$ cat src/rtl/pipe_elastic_reg.sv
// pipe_elastic_reg: generic elastic pipeline stage. DEPTH-entry in-order
// circular buffer between two pipeline stages with valid/ready on both sides,
// synchronous flush, and a configurable bubble payload on o_data when empty.
//
// Ports:
//   i_clk    - clock
//   i_rst    - synchronous active-high reset (discards all entries)
//   i_flush  - kill all held entries and the input beat of this cycle
//   i_valid  - upstream beat valid
//   i_data   - upstream payload [WIDTH]
//   o_ready  - stage accepts a beat this cycle
//   o_valid  - head entry valid
//   o_data   - head payload [WIDTH], BUBBLE when o_valid=0
//   i_ready  - downstream accepts head this cycle
//   o_count  - entries currently held [$clog2(DEPTH+1)]
module pipe_elastic_reg #(
  parameter int unsigned     WIDTH      = 32,
  parameter int unsigned     DEPTH      = 2,
  parameter logic [WIDTH-1:0] BUBBLE    = '0,
  parameter bit              READY_PASS = 1'b0
) (
  input  logic                       i_clk,
  input  logic                       i_rst,
  input  logic                       i_flush,
  input  logic                       i_valid,
  input  logic [WIDTH-1:0]           i_data,
  output logic                       o_ready,
  output logic                       o_valid,
  output logic [WIDTH-1:0]           o_data,
  input  logic                       i_ready,
  output logic [$clog2(DEPTH+1)-1:0] o_count
);

  localparam int unsigned PTR_W = (DEPTH > 1) ? $clog2(DEPTH) : 1;
  localparam int unsigned CNT_W = $clog2(DEPTH + 1);
  localparam logic [PTR_W-1:0] LAST_PTR = PTR_W'(DEPTH - 1);
  localparam logic [CNT_W-1:0] FULL_CNT = CNT_W'(DEPTH);

  logic [WIDTH-1:0] r_mem [DEPTH];
  logic [PTR_W-1:0] r_wr_ptr;
  logic [PTR_W-1:0] r_rd_ptr;
  logic [CNT_W-1:0] r_count;

  logic w_not_full;
  logic w_push;
  logic w_pop;

  // Explicit wrap so non-power-of-2 depths never index past DEPTH-1.
  function automatic logic [PTR_W-1:0] next_ptr(input logic [PTR_W-1:0] p);
    return (p == LAST_PTR) ? '0 : p + PTR_W'(1);
  endfunction

  // Handshake decode; flush suppresses both sides of the transfer.
  always_comb begin
    w_not_full = (r_count != FULL_CNT);
    o_ready    = w_not_full | (READY_PASS & i_ready);
    o_valid    = (r_count != '0);
    w_push     = i_valid & o_ready & ~i_flush;
    w_pop      = o_valid & i_ready & ~i_flush;
  end

  // Head mux: stored payload when valid, bubble otherwise.
  always_comb begin
    o_data  = BUBBLE;
    o_count = r_count;
    if (o_valid) begin
      o_data = r_mem[r_rd_ptr];
    end
  end

  // Pointer and occupancy state.
  always_ff @(posedge i_clk) begin
    if (i_rst || i_flush) begin
      r_wr_ptr <= '0;
      r_rd_ptr <= '0;
      r_count  <= '0;
    end else begin
      if (w_push) begin
        r_wr_ptr <= next_ptr(r_wr_ptr);
      end
      if (w_pop) begin
        r_rd_ptr <= next_ptr(r_rd_ptr);
      end
      case ({w_push, w_pop})
        2'b10:   r_count <= r_count + CNT_W'(1);
        2'b01:   r_count <= r_count - CNT_W'(1);
        default: r_count <= r_count;
      endcase
    end
  end

  // Payload storage; contents are don't-care until pointed at by a valid count.
  always_ff @(posedge i_clk) begin
    if (w_push) begin
      r_mem[r_wr_ptr] <= i_data;
    end
  end

  // Protocol checks (simulation).
  a_data_stable : assert property (@(posedge i_clk) disable iff (i_rst)
    (i_valid && !o_ready) |=> $stable(i_data));

  a_count_range : assert property (@(posedge i_clk) disable iff (i_rst)
    r_count <= FULL_CNT);

  a_bubble : assert property (@(posedge i_clk) disable iff (i_rst)
    !o_valid |-> (o_data == BUBBLE));

endmodule
$ cat config.mk
export PLATFORM = sky130hd
export DESIGN_NAME = pipe_elastic_reg
export DESIGN_NICKNAME = d
export VERILOG_FILES = /design/src/rtl/pipe_elastic_reg.sv
export SDC_FILE = /design/constraint.sdc
export NUM_CORES = 1
export LEC_CHECK = 0
export ABC_AREA = 0
export CAP_MARGIN = 40
export CORE_ASPECT_RATIO = 0.7
export CORE_UTILIZATION = 45
export DETAILED_ROUTE_END_ITERATION = 16
export PLACE_DENSITY = 0.74
export REMOVE_ABC_BUFFERS = 1
export SLEW_MARGIN = 25
export SYNTH_ARGS = -nofsm -noshare
export SYNTH_HDL_FRONTEND = slang
export SYNTH_SLANG_ARGS = --single-unit
$ cat constraint.sdc
create_clock -name i_clk -period 2.85 [get_ports i_clk]
set_clock_uncertainty 0.05 [all_clocks]
set_input_delay 0.4275 -clock i_clk [delete_from_list [all_inputs] [get_ports i_clk]]
set_output_delay 0.4275 -clock i_clk [all_outputs]
set_load 0.01 [all_outputs]
Yosys cells after proc, flatten, opt, wreduce, memory -nomap -nowiden
Memories as Yosys holds them, arrays and structs flattened. A register that Yosys moved wholly into a read port is not among the register bits. Cells that the tools add are included.

Bits in registers: 4. Logic and storage cells: 27. Output and inout port bits: 36. Bits in writable memories: 64. Memories: 1. Input port bits: 37.

Memory list: r_mem (words 2, width 32, rd ports 1, clocked after Yosys merged registers in 1, write ports 1, line 39) `logic [WIDTH-1:0] r_mem [DEPTH];`.

Eq/ne operators: 3. Muxes and demuxes: 8. Reduce and logical (&&, ||, !) cells: 3. Add/sub/neg operators: 4. Bitwise gates (word level): 5.

Operators with widths (count): $mux W32 (1); $mux W1 (6); $and A1 B1 Y1 (4); $pmux W2 S2 (1); $reduce_bool A2 Y1 (2); $add A1 B1 Y1 const B (2); $add A2 B1 Y2 const B (1); $eq A2 B1 Y1 const B (1); $eq A2 B2 Y1 const B (1); $ne A2 B2 Y1 const B (1); $sub A2 B1 Y2 const B (1); $logic_or A1 B1 Y1 (1); $not A1 Y1 (1).

Depth between registers and ports, before layout
Depth in word-level cells: 5. Mapped depth: 6. Mapped depth without buffers: 6.

Worst setup path before layout
OpenSTA, ideal clock, no wires.

Kind: flip-flop to flip-flop. From: register r_count[0], in the netlist o_count[0]. To: memory r_mem[0][0] (enable). Path buffers: 0. Setup time: 0.421 ns. Arrival time: 2.198 ns. Clock period less this slack: 2.669 ns. Data required time: 2.379 ns. Slack: 0.181 ns. Cell stages (with the launch flop): 4. Cells stage by stage: dfxtp_1 -> nand2b_1 -> nand3b_1 -> nor2_1.

Longest elaborated chain between the ends: 5.

Ends and longest elaborated chain: start, declared (line 42) `logic [CNT_W-1:0] r_count;`; start signal, assigned (line 85) `2'b10: r_count <= r_count + CNT_W'(1);`; start signal, assigned (line 86) `2'b01: r_count <= r_count - CNT_W'(1);`; start signal, assigned (line 87) `default: r_count <= r_count;`; $ne A2 B2 Y1 (line 55) `w_not_full = (r_count != FULL_CNT);`; via o_ready (line 27) `output logic o_ready,`; $and A1 B1 Y1 (2 in series) (line 58) `w_push = i_valid & o_ready & ~i_flush;`; $mux W1 (line 94) `if (w_push) begin`; $mux W1 (not written as such) (line 95) `r_mem[r_wr_ptr] <= i_data;`; end, declared (line 39).

The timed path passes the listed nets, and every way through them passes these cells.

Worst setup path after layout
From: register r_count[0], in the netlist o_count[0]. To: output o_data[30].

Longest elaborated chain between the ends: 2.

Ends and longest elaborated chain: $reduce_bool A2 Y1 (line 57) `o_valid = (r_count != '0);`; $mux W32 (line 66) `if (o_valid) begin`; end, declared (line 29) `output logic [WIDTH-1:0] o_data,`.

No other way between the ends.

==> summary.md <==
| Metric | Value |
|---|---|
| Outcome | `finished, final reports clean` |
| Clock transition at path regs | `70 ps` |
| Yosys warns | `0` |
| Die Area | `6170 µm²` |
| Critical-path maximum fanout | `24` |
| 1st-pass router iterations | `4` |
| # diodes | `0` |
| Synth Instances | `163` |
| Drt via density | `4.98` |
| DP Area | `3470 µm²` |
| CTS Sinks | `69` |
| Peak Freq | `0.405 GHz` |
| Leakage | `1.18 nW` |
| Seq/Total Area, Yosys | `76.7%` |
| Seq. cell area | `2020 µm²` |
| CP Launch Type | `flip-flop` |
| Initial antenna violation count | `0` |
| H-Tree Depth | `3` |
| Total GRT Usage | `18.0%` |
| CTS Buf Count | `9` |
| Pins Over Slew Limit | `0` |
| Post-CTS Hold Buffers | `0` |
| Routability congestion estimate | `0.724` |
| Cell taking the most area after synthesis | `edfxtp_1` |
| Slew @ Worst Pin | `441 ps` |
| PostCTS Resize Cnt | `0` |
| Inst Count DP | `304` |
| Share of the synthesized area in the top cell type | `72.9%` |
| Port bufs | `72` |
| CTS tree | `yes` |
| Largest net degree at the start of global routing | `33` |
| Setup TNS | `0 ps` |
| Power per cell area | `581 nW/µm²` |
| Fin crit period | `2470 ps` |
| Fin nets | `281` |
| Number of top-level pins | `73` |
| Remaining global-route overflow | `0` |
| Multi-input gate area | `582 µm²` |
| Vias in the first global route | `1,565` |
| Finished Layout Cells | `320` |
| Share of cells above drive strength 1 | `9.27%` |
| Final Instance Area | `3680 µm²` |
| Iter 0 DRT Violations | `103` |
| DRC | `0` |
| Setup slack, reg-to-reg | `920 ps` |
| Worst Path Arrival | `1990 ps` |
| Wire length per cell | `15.9 µm` |
| Layout Area Growth over Synthesis | `39.6%` |
| Final WL | `5080 µm` |
| Die Wd | `93.5 µm` |
| Worst EP required | `2370 ps` |
| Total number of vias | `1,593` |
| Top_reg_cell synth | `edfxtp_1` |
| Post-synthesis average cell area | `16.2 µm²` |
| Post-synth EDFFs | `64` |
| Final Hold Vio Count | `0` |
| Fillers | `392` |
| Clock Root Buffer | `clkbuf_8` |
| Peak VDD IR | `0.368 mV` |
| Ys async rst share | `0%` |
| Antenna Nets Post-Route | `0` |
| RSZ-0062 raised after global routing | `false` |
| Worst skew pair latency | `330 ps` |
| Top cells by count, synth | `edfxtp_1, nor2_1, mux2i_1` |
| Clock buffer depth | `2` |
| Seq cells post-synth | `69` |
| Yosys cell types | `18` |
| Setup repair bufs after CTS | `0` |
| Slew headroom | `70.6%` |
| Crit path kind | `reg -> out` |
| Die Ht | `66.0 µm` |
| Min-delay worst type | `reg -> reg` |
| Max-Cap Viols | `0` |
| Final setup viols | `0` |
| Ranking of synthesized cells by area | `edfxtp_1, mux2i_1, nor2_1` |
| Floorplan row count | `22` |
| Initial Utilization | `48.4%` |
| First-pass GRT wire length | `7860 µm` |
| Count leader, synth | `edfxtp_1` |
| Final worst-path cycle share | `86.6%` |
| Core ar. | `5450 µm²` |
| Post-Syn Area | `2640 µm²` |
| Critical Path Sink Type | `primary output` |
==> cell type report <==
type | count | share of cell area (%)
Multi-Input combinational cell | 85 | 15.8
Clock buffer | 9 | 3.37
Sequential cell | 69 | 55.0
Timing Repair Buffer | 76 | 20.7
Inverter | 2 | 0.204
Clock inverter | 7 | 2.45
Tap cell | 72 | 2.45
==> layer usage <==
layer / vias to the layer above / track usage, % / part of all wire (%)
met1: 770 / 22.5 / 44
met4: 0 / 4.62 / 0
met5: - / 0 / 0
met3: 0 / 7.82 / 7.8
li1: 752 / - / -
met2: 71 / 29.0 / 48
==> cells by family (layout without fill, tap and decap cells) <==
kind of cell	after synthesis	count (layout)	share of synthesized area (%)
fa+ha+maj	1	1	0.475
buf+inv	9	94	1.90
simple gates	44	44	6.74
compound gates	5	5	1.04
xor+xnor	3	3	0.997
mux	32	32	12.2
flops	69	69	76.7
==> path summary, 6_finish.rpt <==
check | from | end | cells past startpoint
max | o_count[0] | o_data[30] | 4
max reg2reg | o_count[0] | o_count[1] | 6
min | r_rd_ptr | r_rd_ptr | 2
min reg2reg | r_rd_ptr | r_rd_ptr | 2
==> critical path, cell delays in order (launching register included) <==
cell and delay [ps]:
dfxtp_1 370, nor2_2 320, buf_4 360, nor2_1 100, clkdlybuf4s50_1 490
==> layout by cell type (no fill, tap or decap), types with 2 or more instances in the layout <==
master and count:
clkdlybuf4s50_1 72, nor2_1 36, clkinvlp_4 3, edfxtp_1 64, mux2i_1 32, a21oi_1 2
bufinv_16 2, o21ai_0 2, xor2_1 2, dfxtp_1 4, nor2_4 2, buf_4 3
clkinv_1 2, inv_1 2, clkbuf_8 9
==> sequential cells by signal (all words and copies together) (netlist names), named ones only <==
name / flops
o_count: 2
r_mem: 64
r_rd_ptr: 1
r_wr_ptr: 1
==> power breakdown <==
group	switching, mW	total (mW)	internal (mW)
registers	0.00908	1.15	1.14
clock network	0.348	0.834	0.486
logic	0.0687	0.157	0.0881
total	0.426	2.14	1.71
==> stage by stage <==
| stage | util [%] | hold slack, ps | worst slack, ps | total power, mW |
|---|---|---|---|---|
| final | 67.5 | 462 | 381 | 2.14 |
| after global routing | 67.5 | 489 | 222 | 2.22 |
| after CTS | 67.5 | 468 | 347 | 2.16 |
| after detailed placement | 63.6 | 445 | 616 | 1.33 |
| after global placement | 63.6 | 438 | 709 | 1.32 |
| after floorplan | - | 422 | 181 | 1.22 |
(Power assumes the default switching activity.)
